**config.mk**
```make
export PLATFORM = sky130hd
export DESIGN_NAME = riscv_rf_wb_arbiter
export DESIGN_NICKNAME = d
export VERILOG_FILES = /design/src/rtl/riscv_rf_wb_arbiter.sv
export SDC_FILE = /design/constraint.sdc
export NUM_CORES = 1
export LEC_CHECK = 0
export BUFFER_PORTS_ARGS = -buffer_cell sky130_fd_sc_hd__buf_2
export CORE_MARGIN = 3
export CORE_UTILIZATION = 48
export DETAILED_ROUTE_END_ITERATION = 8
export PLACE_DENSITY = 0.81
export SETUP_SLACK_MARGIN = 0.1
export SLEW_MARGIN = 5
export SYNTH_ARGS = -nofsm -noshare
export SYNTH_HDL_FRONTEND = slang
export SYNTH_SLANG_ARGS = --single-unit
```
**constraint.sdc**
```tcl
create_clock -name clk -period 2.8 [get_ports clk]
set_input_delay 0.14 -clock clk [delete_from_list [all_inputs] [get_ports clk]]
set_output_delay 0.14 -clock clk [all_outputs]
set_load 0.02 [all_outputs]
```
**src/rtl/riscv_rf_wb_arbiter.sv**
```systemverilog
// Write-back scheduler for the two RF write ports. LSU owns port B, and ALU/debug share port A.
// It also tracks outstanding load destinations in a per-register busy scoreboard.
module riscv_rf_wb_arbiter #(
  parameter int ADDR_WIDTH   = 5,
  parameter int DATA_WIDTH   = 32,
  parameter int STARVE_LIMIT = 8,
  localparam int NUM_WORDS   = 2**ADDR_WIDTH
) (
  input  logic                  clk,
  input  logic                  rst,
  input  logic                  alu_valid_i,
  input  logic [ADDR_WIDTH-1:0] alu_waddr_i,
  input  logic [DATA_WIDTH-1:0] alu_wdata_i,
  output logic                  alu_ready_o,
  input  logic                  lsu_valid_i,
  input  logic [ADDR_WIDTH-1:0] lsu_waddr_i,
  input  logic [DATA_WIDTH-1:0] lsu_wdata_i,
  output logic                  lsu_ready_o,
  input  logic                  dbg_valid_i,
  input  logic [ADDR_WIDTH-1:0] dbg_waddr_i,
  input  logic [DATA_WIDTH-1:0] dbg_wdata_i,
  output logic                  dbg_ready_o,
  input  logic                  rsv_valid_i,
  input  logic [ADDR_WIDTH-1:0] rsv_addr_i,
  output logic [NUM_WORDS-1:0]  busy_o,
  output logic [ADDR_WIDTH-1:0] waddr_a_o,
  output logic [DATA_WIDTH-1:0] wdata_a_o,
  output logic                  we_a_o,
  output logic [ADDR_WIDTH-1:0] waddr_b_o,
  output logic [DATA_WIDTH-1:0] wdata_b_o,
  output logic                  we_b_o
);

  localparam logic [7:0] LIMIT = 8'(STARVE_LIMIT);
  localparam logic [ADDR_WIDTH-1:0] X0 = '0;
  localparam logic [NUM_WORDS-1:0] ONE = NUM_WORDS'(1);

  logic [7:0]           starve_cnt;
  logic                 dbg_prio;
  logic                 alu_conflict;
  logic                 dbg_conflict;
  logic                 alu_fire;
  logic                 dbg_fire;
  logic                 lsu_fire;
  logic [NUM_WORDS-1:0] busy_set;
  logic [NUM_WORDS-1:0] busy_clr;

  // Debug only takes precedence once it has waited the full starvation window.
  assign dbg_prio     = dbg_valid_i && (starve_cnt == LIMIT);
  assign alu_conflict = lsu_valid_i && (alu_waddr_i != X0) && (alu_waddr_i == lsu_waddr_i);
  assign dbg_conflict = lsu_valid_i && (dbg_waddr_i != X0) && (dbg_waddr_i == lsu_waddr_i);

  assign lsu_ready_o = !rst;
  assign alu_ready_o = !rst && !dbg_prio && !alu_conflict;
  assign dbg_ready_o = !rst && (dbg_prio || !alu_valid_i) && !dbg_conflict;

  assign alu_fire = alu_valid_i && alu_ready_o;
  assign dbg_fire = dbg_valid_i && dbg_ready_o;
  assign lsu_fire = lsu_valid_i && lsu_ready_o;

  assign busy_set = (rsv_valid_i && rsv_addr_i != X0) ? (ONE << rsv_addr_i) : '0;
  assign busy_clr = lsu_fire ? (ONE << lsu_waddr_i) : '0;

  always_ff @(posedge clk) begin
    if (rst) begin
      starve_cnt <= '0;
    end else if (!dbg_valid_i || dbg_fire) begin
      starve_cnt <= '0;
    end else if (alu_valid_i && starve_cnt != LIMIT) begin
      starve_cnt <= starve_cnt + 8'd1;
    end
  end

  always_ff @(posedge clk) begin
    if (rst) begin
      we_a_o    <= 1'b0;
      waddr_a_o <= '0;
      wdata_a_o <= '0;
      we_b_o    <= 1'b0;
      waddr_b_o <= '0;
      wdata_b_o <= '0;
      busy_o    <= '0;
    end else begin
      we_a_o <= 1'b0;
      if (dbg_fire) begin
        we_a_o    <= (dbg_waddr_i != X0);
        waddr_a_o <= dbg_waddr_i;
        wdata_a_o <= dbg_wdata_i;
      end else if (alu_fire) begin
        we_a_o    <= (alu_waddr_i != X0);
        waddr_a_o <= alu_waddr_i;
        wdata_a_o <= alu_wdata_i;
      end
      we_b_o <= lsu_fire && (lsu_waddr_i != X0);
      if (lsu_fire) begin
        waddr_b_o <= lsu_waddr_i;
        wdata_b_o <= lsu_wdata_i;
      end
      // A same-cycle set overrides the clear, because a new load is now outstanding.
      busy_o <= ((busy_o & ~busy_clr) | busy_set) & ~ONE;
    end
  end

endmodule
```
======== After elaboration in Yosys (flattened, before gate mapping) ========
Index checks and enable logic that the tools add are counted.
storage, ports and cells
  input port bits ......................... 122
  logic and storage cells ................. 56
  bits in registers ....................... 116
operators by class
  equal/unequal tests ..................... 4
  shifts and indexed selects .............. 2
  bitwise logic cells ..................... 3
  reductions and logical operators ........ 29
  add/sub/neg operators ................... 1
  mux-type cells .......................... 8
operator list
  cell                    number
  $mux W32                4
  $shl A1 B5 Y32 const A  2
  $and A32 B32 Y32        1
  $not A32 Y32            1
  $or A32 B32 Y32         1
  $reduce_bool A5 Y1      4
  $logic_and A1 B1 Y1     15
  $eq A5 B5 Y1            2
  $mux W5                 2
  $add A8 B1 Y8 const B   1
  $eq A8 B4 Y1 const B    1
  $ne A8 B4 Y1 const B    1
  $logic_not A1 Y1        6
  $logic_or A1 B1 Y1      2
  $mux W1                 2
  $reduce_bool A2 Y1      1
  $reduce_or A2 Y1        1

======== Depth between registers and ports, before layout ========
Gate-level depths: netlist (run 1).
  depth in word-level cells ............... 8
  gate-level depth with buffers ........... 9
  depth with buffers taken out ............ 7

======== Worst setup path before layout (run 1) ========
No wires, ideal clock.
  path type ............................... register -> register
  start ................................... reg starve_cnt[4]
  end ..................................... reg wdata_a_o[4]
  slack ................................... 485 ps
  clock period less this slack ............ 2315 ps
  required time ........................... 2712 ps
  cell stages (with the launch flop) ...... 8
  path buffers ............................ 2
  data arrival time ....................... 2227 ps
  library setup time ...................... 88 ps
  cell sequence ........................... dfxtp_1 -> or4b_4 -> o41a_1 -> a311o_2 -> nand2b_4 -> buf_6 -> buf_12 -> a311oi_2
between the ends
  word-level cells in the longest chain between the ends .. 7
  elaborated cells between the ends (all ways) .. 12
  those cells by class .................... 1 x eq/ne; 1 x mux; 10 x reduce/logical
ends and longest elaborated chain
  element                                                        line    RTL
  start, declared                                                38      logic [7:0] starve_cnt;
  start signal, assigned                                         70      starve_cnt <= starve_cnt + 8'd1;
  $eq A8 B4 Y1 *                                                 49      assign dbg_prio = dbg_valid_i && (starve_cnt == LIMIT);
  $logic_and A1 B1 Y1 *                                          49
  $logic_or A1 B1 Y1 / $logic_not A1 Y1 (equally long branches)  55, 54
  $logic_and A1 B1 Y1, on equally long branches (2 in series)    55, 54
  $logic_and A1 B1 Y1, on equally long branches                  58, 57
  $mux W32 / $reduce_bool A2 Y1 (equally long branches)          -
  end signal, assigned                                           88      wdata_a_o <= dbg_wdata_i;
  end signal, assigned                                           92      wdata_a_o <= alu_wdata_i;
  end, declared                                                  27      output logic [DATA_WIDTH-1:0] wdata_a_o,
Mark *: on every way between the ends. The rest lies on a longest branch, timed or not.
A chain may end at the register's enable or synchronous reset.

======== Worst setup path in the final report (run 1) ========
  start ................................... reg starve_cnt[4]
  end ..................................... reg wdata_a_o[7]
Same word-level chain as after synthesis.

==> results of run 1 <==
## cells in the mapped netlist (3+ instances only)
master / instances / area (µm²)
clkbuf_1: 17 / 63.81
buf_1: 4 / 15.01
dfxtp_1: 115 / 2302
a311oi_2: 30 / 450.4
nor2b_1: 3 / 18.77
inv_1: 6 / 22.52
mux2i_1: 38 / 380.4
o21ai_0: 66 / 330.3
xor2_1: 7 / 61.31
xnor2_1: 10 / 87.58
nand3_1: 40 / 200.2
buf_6: 4 / 45.04
nor2_1: 95 / 356.6
a21oi_1: 31 / 155.2
and3_1: 4 / 25.02
nor4_1: 3 / 18.77
nor3_1: 4 / 20.02
buf_12: 3 / 60.06
nand2b_1: 3 / 18.77
nand4_1: 4 / 25.02
clkbuf_8: 12 / 165.2
nor3b_1: 4 / 30.03
nand2_1: 47 / 176.4
a311oi_1: 7 / 61.31
## worst max-delay path, delay by kind of cell (launching register included)
| family | cells | cell delay (ps) |
|---|---|---|
| AND/OR/NAND/NOR | 2 | 1070 |
| AO/OA/AOI/OAI | 3 | 1130 |
| flip-flops | 1 | 340 |
## cells in the final DEF (no fill, tap or decap), types with 4 or more instances in the layout
| cell type | netlist | layout |
|---|---|---|
| xnor2_1 | 10 | 10 |
| and3_1 | 4 | 4 |
| buf_4 | 1 | 11 |
| a311oi_1 | 7 | 6 |
| a311oi_2 | 30 | 31 |
| nand3_1 | 40 | 40 |
| xor2_1 | 7 | 7 |
| clkbuf_16 | 0 | 16 |
| nor3b_1 | 4 | 4 |
| dlygate4sd3_1 | 0 | 112 |
| nor2_1 | 95 | 95 |
| clkbuf_8 | 12 | 4 |
| dfxtp_1 | 115 | 115 |
| mux2i_1 | 38 | 38 |
| inv_1 | 6 | 6 |
| buf_2 | 1 | 230 |
| nand4_1 | 4 | 4 |
| nand2_1 | 47 | 47 |
| o21ai_0 | 66 | 66 |
| a21oi_1 | 31 | 31 |
| clkinv_2 | 0 | 8 |
## final cells by class
cell class	count	area (µm²)	share of cell area (%)
clock buffers	21	459.2	5.722
clock inverters	11	85.08	1.060
inverters	6	22.52	0.2806
multi-input cells	420	2631	32.79
flip-flops and latches	115	2302	28.69
well taps	136	170.2	2.120
repair buffers	353	2355	29.34
## per-stage QoR
step                setup slack, ps  total power, µW  cell area, µm²  instances
global route                  104.1             4649            8025       1062
finish                        164.0             4495            8025       1062
CTS                           202.2             4474            8010       1061
floorplan                     485.1             2166            5330        585
detailed placement            232.8             2381            6345        917
global placement              304.1             2364            6345        917
## worst max-delay path by stage
stage | end | slack (ps) | cells past startpoint
floorplan | wdata_a_o[4] | 490 | 7
global placement | waddr_a_o[3] | 300 | 5
detailed placement | wdata_a_o[3] | 230 | 5
CTS | wdata_a_o[3] | 200 | 5
global route | wdata_a_o[12] | 100 | 5
finish | wdata_a_o[7] | 160 | 5
## cell families after synthesis
kind of cell	share of synthesized area, %
AOI/OAI and AO/OA	19.98
muxes	7.136
buffers and inverters	7.817
xor gates and xnor gates	2.793
adders and majority gates	0.4694
other	0.07035
DFF	43.19
and+or+nand+nor	18.54
## power breakdown
group          total, µW  leakage, µW  switching [µW]  internal, µW
logic                754      0.00239             421           333
registers           1760     0.000941            43.8          1720
clock network       1980     0.000273             751          1230
## metal layers
layer | up-vias | wire length, µm
met5 | - | 0
met1 | 2869 | 6971
met2 | 449 | 10200
met4 | 0 | 944
met3 | 83 | 2091
li1 | 2728 | -
## state kept, by name (all words and copies together) (netlist names)
signal	count
busy_o	31
starve_cnt	8
waddr_a_o	5
waddr_b_o	5
wdata_a_o	32
wdata_b_o	32
we_a_o	1
we_b_o	1
## repair_timing
action                     in CTS  in global routing
hold buffers                  112                  0
gates resized for setup         0                  1
setup endpoints to repair       0                  3
hold endpoints to repair       74                  0
setup buffers                   0                  0
==> summary.txt, run 1 <==
Worst setup path
  – Worst Setup SP: starve_cnt[4]
  – CP peak stage delay: 570 ps
  – Worst setup path class: reg -> reg
  – Worst r2r src: starve_cnt[4]
  – Critical Path, Cell by Cell: or4b_4 -> o41a_1 -> a311o_2 -> nand2b_2 -> a311oi_2
  – Worst R2R Path Depth: 5
  – CP required: 3220 ps
  – Critical Path AT: 3060 ps
  – Critical Path End Type: flip-flop
  – RR Endpoint: wdata_a_o[7]
  – Slowest CP cell: or4b_4
  – Flop2flop setup slack: 160 ps
  – Setup crit start kind: flip-flop
  – Max Fanout on Critical Path: 18

Timing
  – RSZ-0062 raised after global routing: no
  – Post-route minimum period: 2636 ps
  – Clock Skew: about 4.7 ps
  – Achievable Freq: 379.4 MHz
  – Part of the cycle the worst path needs: 94.14%
  – Final setup viols: 0
  – Setup TNS: 0 ps
  – Fin. Hold Viols: 0
  – Final Slew Violations: 0
  – Slew @ Worst Pin: 731.9 ps
  – Final hold slack: 30.09 ps
  – Slew HR: 50.57%

Job
  – Max-cap viol count: 0

Global routing
  – Global-route wire length before repair: about 32000 µm
  – Largest net degree at the start of global routing: ~70
  – Gr busiest metal: met2
  – Congestion Overflow GR: 0
  – Met1 Resource Use GR: between 30% and 40%
  – Initial antenna violation count: 0
  – Met2 Resource Use GR: about 54%
  – Vias in the first global route: 6149
  – Grt met3 use: roughly 11%
  – GRT Util Overall: a little under a third

Synth
  – Yosys reg bits: 115
  – Register area share after synthesis: 43.19%
  – Post-synth top flop: dfxtp_1
  – Async SR Flop Fraction: 0%
  – Mapped cell area: 5330 µm²
  – Ys Warns: 0
  – Synth unique cells: between 40 and 50
  – Post-Syn Nets: just over 700
  – Syn_area_per_cell: 9.111 µm²
  – Post-synth EDFFs: 0
  – Gate Count Post-Synth: 585

Floorplanning
  – Full die area: ~12000 µm²
  – IO Pins: 233
  – # rows: 37
  – Die W: 111.4 µm
  – Core footprint: approximately 11000 µm²
  – Die height: ~110 µm
  – Initial Util: between 50% and 60%

Cells and area
  – # nets final: 1037
  – Layout cells sized above 1: 33.80%
  – Area grow syn2layout: 50.56%
  – Fillers: approximately 660
  – Fin util: 76.03%
  – Antenna diodes: 0

Placed design
  – I/O Buffers: 231
  – DPL Wire Length: 11640 µm
  – Placer Congestion: 0.9299

Routing
  – Via density per instance: 5.771
  – DR pass1 iterations: 6
  – # DRC: 0
  – WL per Instance: 19.03 µm
  – Routed via count: slightly above 6000
  – Initial DRC count: 708
  – Drt total wl: around 20000 µm
  – Detail Route Antenna Nets: 0

Power
  – Peak supply drop: approximately 430 µV
  – Pwr Density: 560.2 nW/µm²
  – Static Leak: 0.003603 µW

Clock network
  – TritonCTS Buffers: 17
  – Clock transition at path regs: 60 ps
  – CTS tree: yes
  – H-Tree Level Count: 4
  – Clk root buf: clkbuf_8
  – Clk Latency, worst-skew pair: about 520 ps
  – Clk buf depth: 2
  – Clock Sinks: ~120

Run status
  – Outcome: completed

Min path
  – Hold Crit Start: alu_valid_i
  – Hold Path Depth: 4
  – End of the worst hold path: starve_cnt[6]
  – Hold WC Path Type: in -> reg
No activity file was read; power rests on OpenSTA's default activity.
==> run 2, diff against run 1 <==
- CORE_UTILIZATION: 48 -> 49
- CTS_BUF_LIST: default -> sky130_fd_sc_hd__clkbuf_8
- PLACE_DENSITY: 0.81 -> 0.82
==> run 2 against run 1 <==
Compared with the run above:
- maximum frequency up 1.4%
- routed wire length decreased by 15%
- cell count down 7.0%
- largest cell class unchanged
==> summary.txt, run 2 (synthesized netlist as in run 1, its figures left out) <==
Run status
  – Outcome: completed (unchanged)

Clock network
  – H-Tree Level Count: 4 (unchanged)
  – Clock Sinks: 115 (unchanged)
  – Post-CTS setup buffers: 0 (unchanged)
  – CTS tree: yes (unchanged)
  – Clk buf depth: 2 (unchanged)
  – Clock transition at path regs: 60 ps (about the same)
  – Clk Latency, worst-skew pair: 410 ps (was 520 ps)
  – Clk root buf: clkbuf_8 (unchanged)
  – # resized after CTS: 0 (unchanged)
  – TritonCTS Buffers: 17 (unchanged)

Cells and area
  – Largest regs: wdata_a_o x32, wdata_b_o x32, busy_o x31 (unchanged)
  – Most common cell after layout, fill and taps aside: buf_2 (unchanged)
  – Layout cells sized above 1: 36.38% (was 33.80%)
  – # nets final: 963 (was 1037)
  – Antenna diodes: 0 (unchanged)
  – Most frequent cells in the layout: buf_2, dfxtp_1, nor2_1, o21ai_0, nand2_1 (was buf_2, dfxtp_1, dlygate4sd3_1, nor2_1, o21ai_0)
  – Area grow syn2layout: 34.08% (was 50.56%)

Routing
  – WL per Instance: 17.44 µm (was 19.03 µm)
  – Routed via count: 5528 (was 6129)
  – Detail Route Antenna Nets: 0 (unchanged)
  – Initial DRC count: 589 (was 708)
  – # DRC: 0 (unchanged)
  – DR pass1 iterations: 5 (was 6)
  – Drt total wl: 17230 µm (was 20210 µm)
  – Via density per instance: 5.595 (was 5.771)

Global routing
  – GRT Util Overall: 27.09% (was 31.42%)
  – Congestion Overflow GR: 0 (unchanged)
  – Global-route wire length before repair: 25810 µm (was 31660 µm)
  – Vias in the first global route: 5375 (was 6149)
  – Initial antenna violation count: 0 (unchanged)
  – Largest net degree at the start of global routing: 92 (was 69)

Floorplanning
  – Die height: 110.3 µm (was 111.4 µm)
  – # rows: 37 (unchanged)
  – Die W: 110.3 µm (was 111.4 µm)
  – IO Pins: 233 (unchanged)
  – Core footprint: 10460 µm² (was 10560 µm²)
  – Full die area: 12170 µm² (was 12400 µm²)
  – Initial Util: 50.94% (was 50.50%)

Timing
  – Min setup slack post-route: 200.7 ps (was 164.0 ps)
  – Final setup viols: 0 (unchanged)
  – Achievable Freq: 384.7 MHz (was 379.4 MHz)
  – Slew @ Worst Pin: 1080 ps (was 731.9 ps)
  – Part of the cycle the worst path needs: 92.83% (was 94.14%)
  – Final Slew Violations: 0 (unchanged)
  – Clock Skew: 6.733 ps (was 4.696 ps)
  – Setup TNS: 0 ps (unchanged)
  – RSZ-0062 raised after global routing: yes (was no)
  – Fin. Hold Viols: 0 (unchanged)
  – Slew HR: 28.01% (was 50.57%)
  – Post-route minimum period: 2599 ps (was 2636 ps)

Worst setup path
  – CP peak stage delay: 570 ps (about the same)
  – Critical Path End Type: flip-flop (unchanged)
  – Setup crit start kind: flip-flop (unchanged)
  – Max Fanout on Critical Path: 18 (unchanged)
  – Slowest CP cell: or4b_4 (unchanged)
  – CP required: 3120 ps (was 3220 ps)
  – Crit path max-delay family: compound AO/OA/AOI/OAI gates (unchanged)
  – Critical Path, Cell by Cell: or4b_4 -> o41a_1 -> a311o_2 -> nand2b_2 -> a311oi_2 (unchanged)
  – CP bufs+invs: 0 (unchanged)
  – Worst setup path class: reg -> reg (unchanged)
  – Critical Path AT: 2920 ps (was 3060 ps)

Power
  – Peak supply drop: 347.0 µV (was 433.8 µV)
  – Static Leak: 0.003231 µW (was 0.003603 µW)
  – Pwr Density: 554.1 nW/µm² (was 560.2 nW/µm²)

Placed design
  – DPL Wire Length: 11560 µm (was 11640 µm)
  – I/O Buffers: 231 (unchanged)
  – Post-place setup slack: 241.6 ps (was 232.8 ps)
  – Placer Congestion: 0.8660 (was 0.9299)

Job
  – Max-cap viol count: 0 (unchanged)

Min path
  – Hold WC Path Type: in -> reg (unchanged)
run 2: cell count changes in the layout (fill, tap and decap cells not counted), sizes merged:
cell | before | now
buf | 241 | 239
clkbuf | 21 | 22
clkinv | 8 | 6
inv | 6 | 7
bufinv | 1 | 2
clkinvlp | 2 | 1
dlygate4sd3 | 112 | 40
run 2: what timing repair did:
action,4_1_cts,5_1_grt
hold buffers,40,0
endpoints found under the hold margin,37,0
endpoints found under the setup margin,0,4
run 2: worst register-to-register path: cells and delay by family (launching register included):
family	cells	cell delay (ps)
DFF	1	340
and+or+nand+nor	2	1060
AOI/OAI and AO/OA	3	1110
run 2: path summary, 6_finish.rpt:
path,endpoint,depth (start not counted),slack (ps),from
worst min-delay path,wdata_a_o[27],3,30,alu_wdata_i[27]
worst min register to register,busy_o[29],2,470,busy_o[29]
worst max-delay path,wdata_a_o[6],5,200,starve_cnt[4]
worst max register to register,wdata_a_o[6],5,200,starve_cnt[4]
run 2: per-stage QoR:
stage | hold WS [ps] | std cells | instance area [µm²] | total power [µW] | util (%)
2_1_floorplan | 264.8 | 585 | 5330 | 2166 | -
3_3_place_gp | 373.7 | 915 | 6330 | 2363 | 60.50
3_5_place_dp | 385.8 | 915 | 6330 | 2382 | 60.50
4_1_cts | 4.011 | 987 | 7138 | 3983 | 68.23
5_1_grt | 21.36 | 988 | 7147 | 4108 | 68.31
6_report | 31.72 | 988 | 7147 | 3960 | 68.31
run 2: final cells by class:
type                    instances  area, µm²
flip-flops and latches        115       2302
inverters                       6      22.52
well taps                     136      170.2
clock inverters                10      105.1
clock buffers                  22      302.8
repair buffers                279       1619
multi-input cells             420       2625
fillers                       821       3316
run 2: power by group:
group          internal (µW)  switching, µW
combinational            266            384
clock                    901            657
sequential              1710           40.3
run 2: metal layers:
| metal | track usage, % | vias up | share of wire, % | routed length, µm |
|---|---|---|---|---|
| met5 | 0 | - | 0 | 0 |
| met4 | 13.46 | 0 | 3.3 | 573 |
| met3 | 7.164 | 51 | 8.8 | 1523 |
| met2 | 47.36 | 308 | 50 | 8596 |
| met1 | 30.39 | 2589 | 38 | 6539 |
| li1 | - | 2580 | - | - |
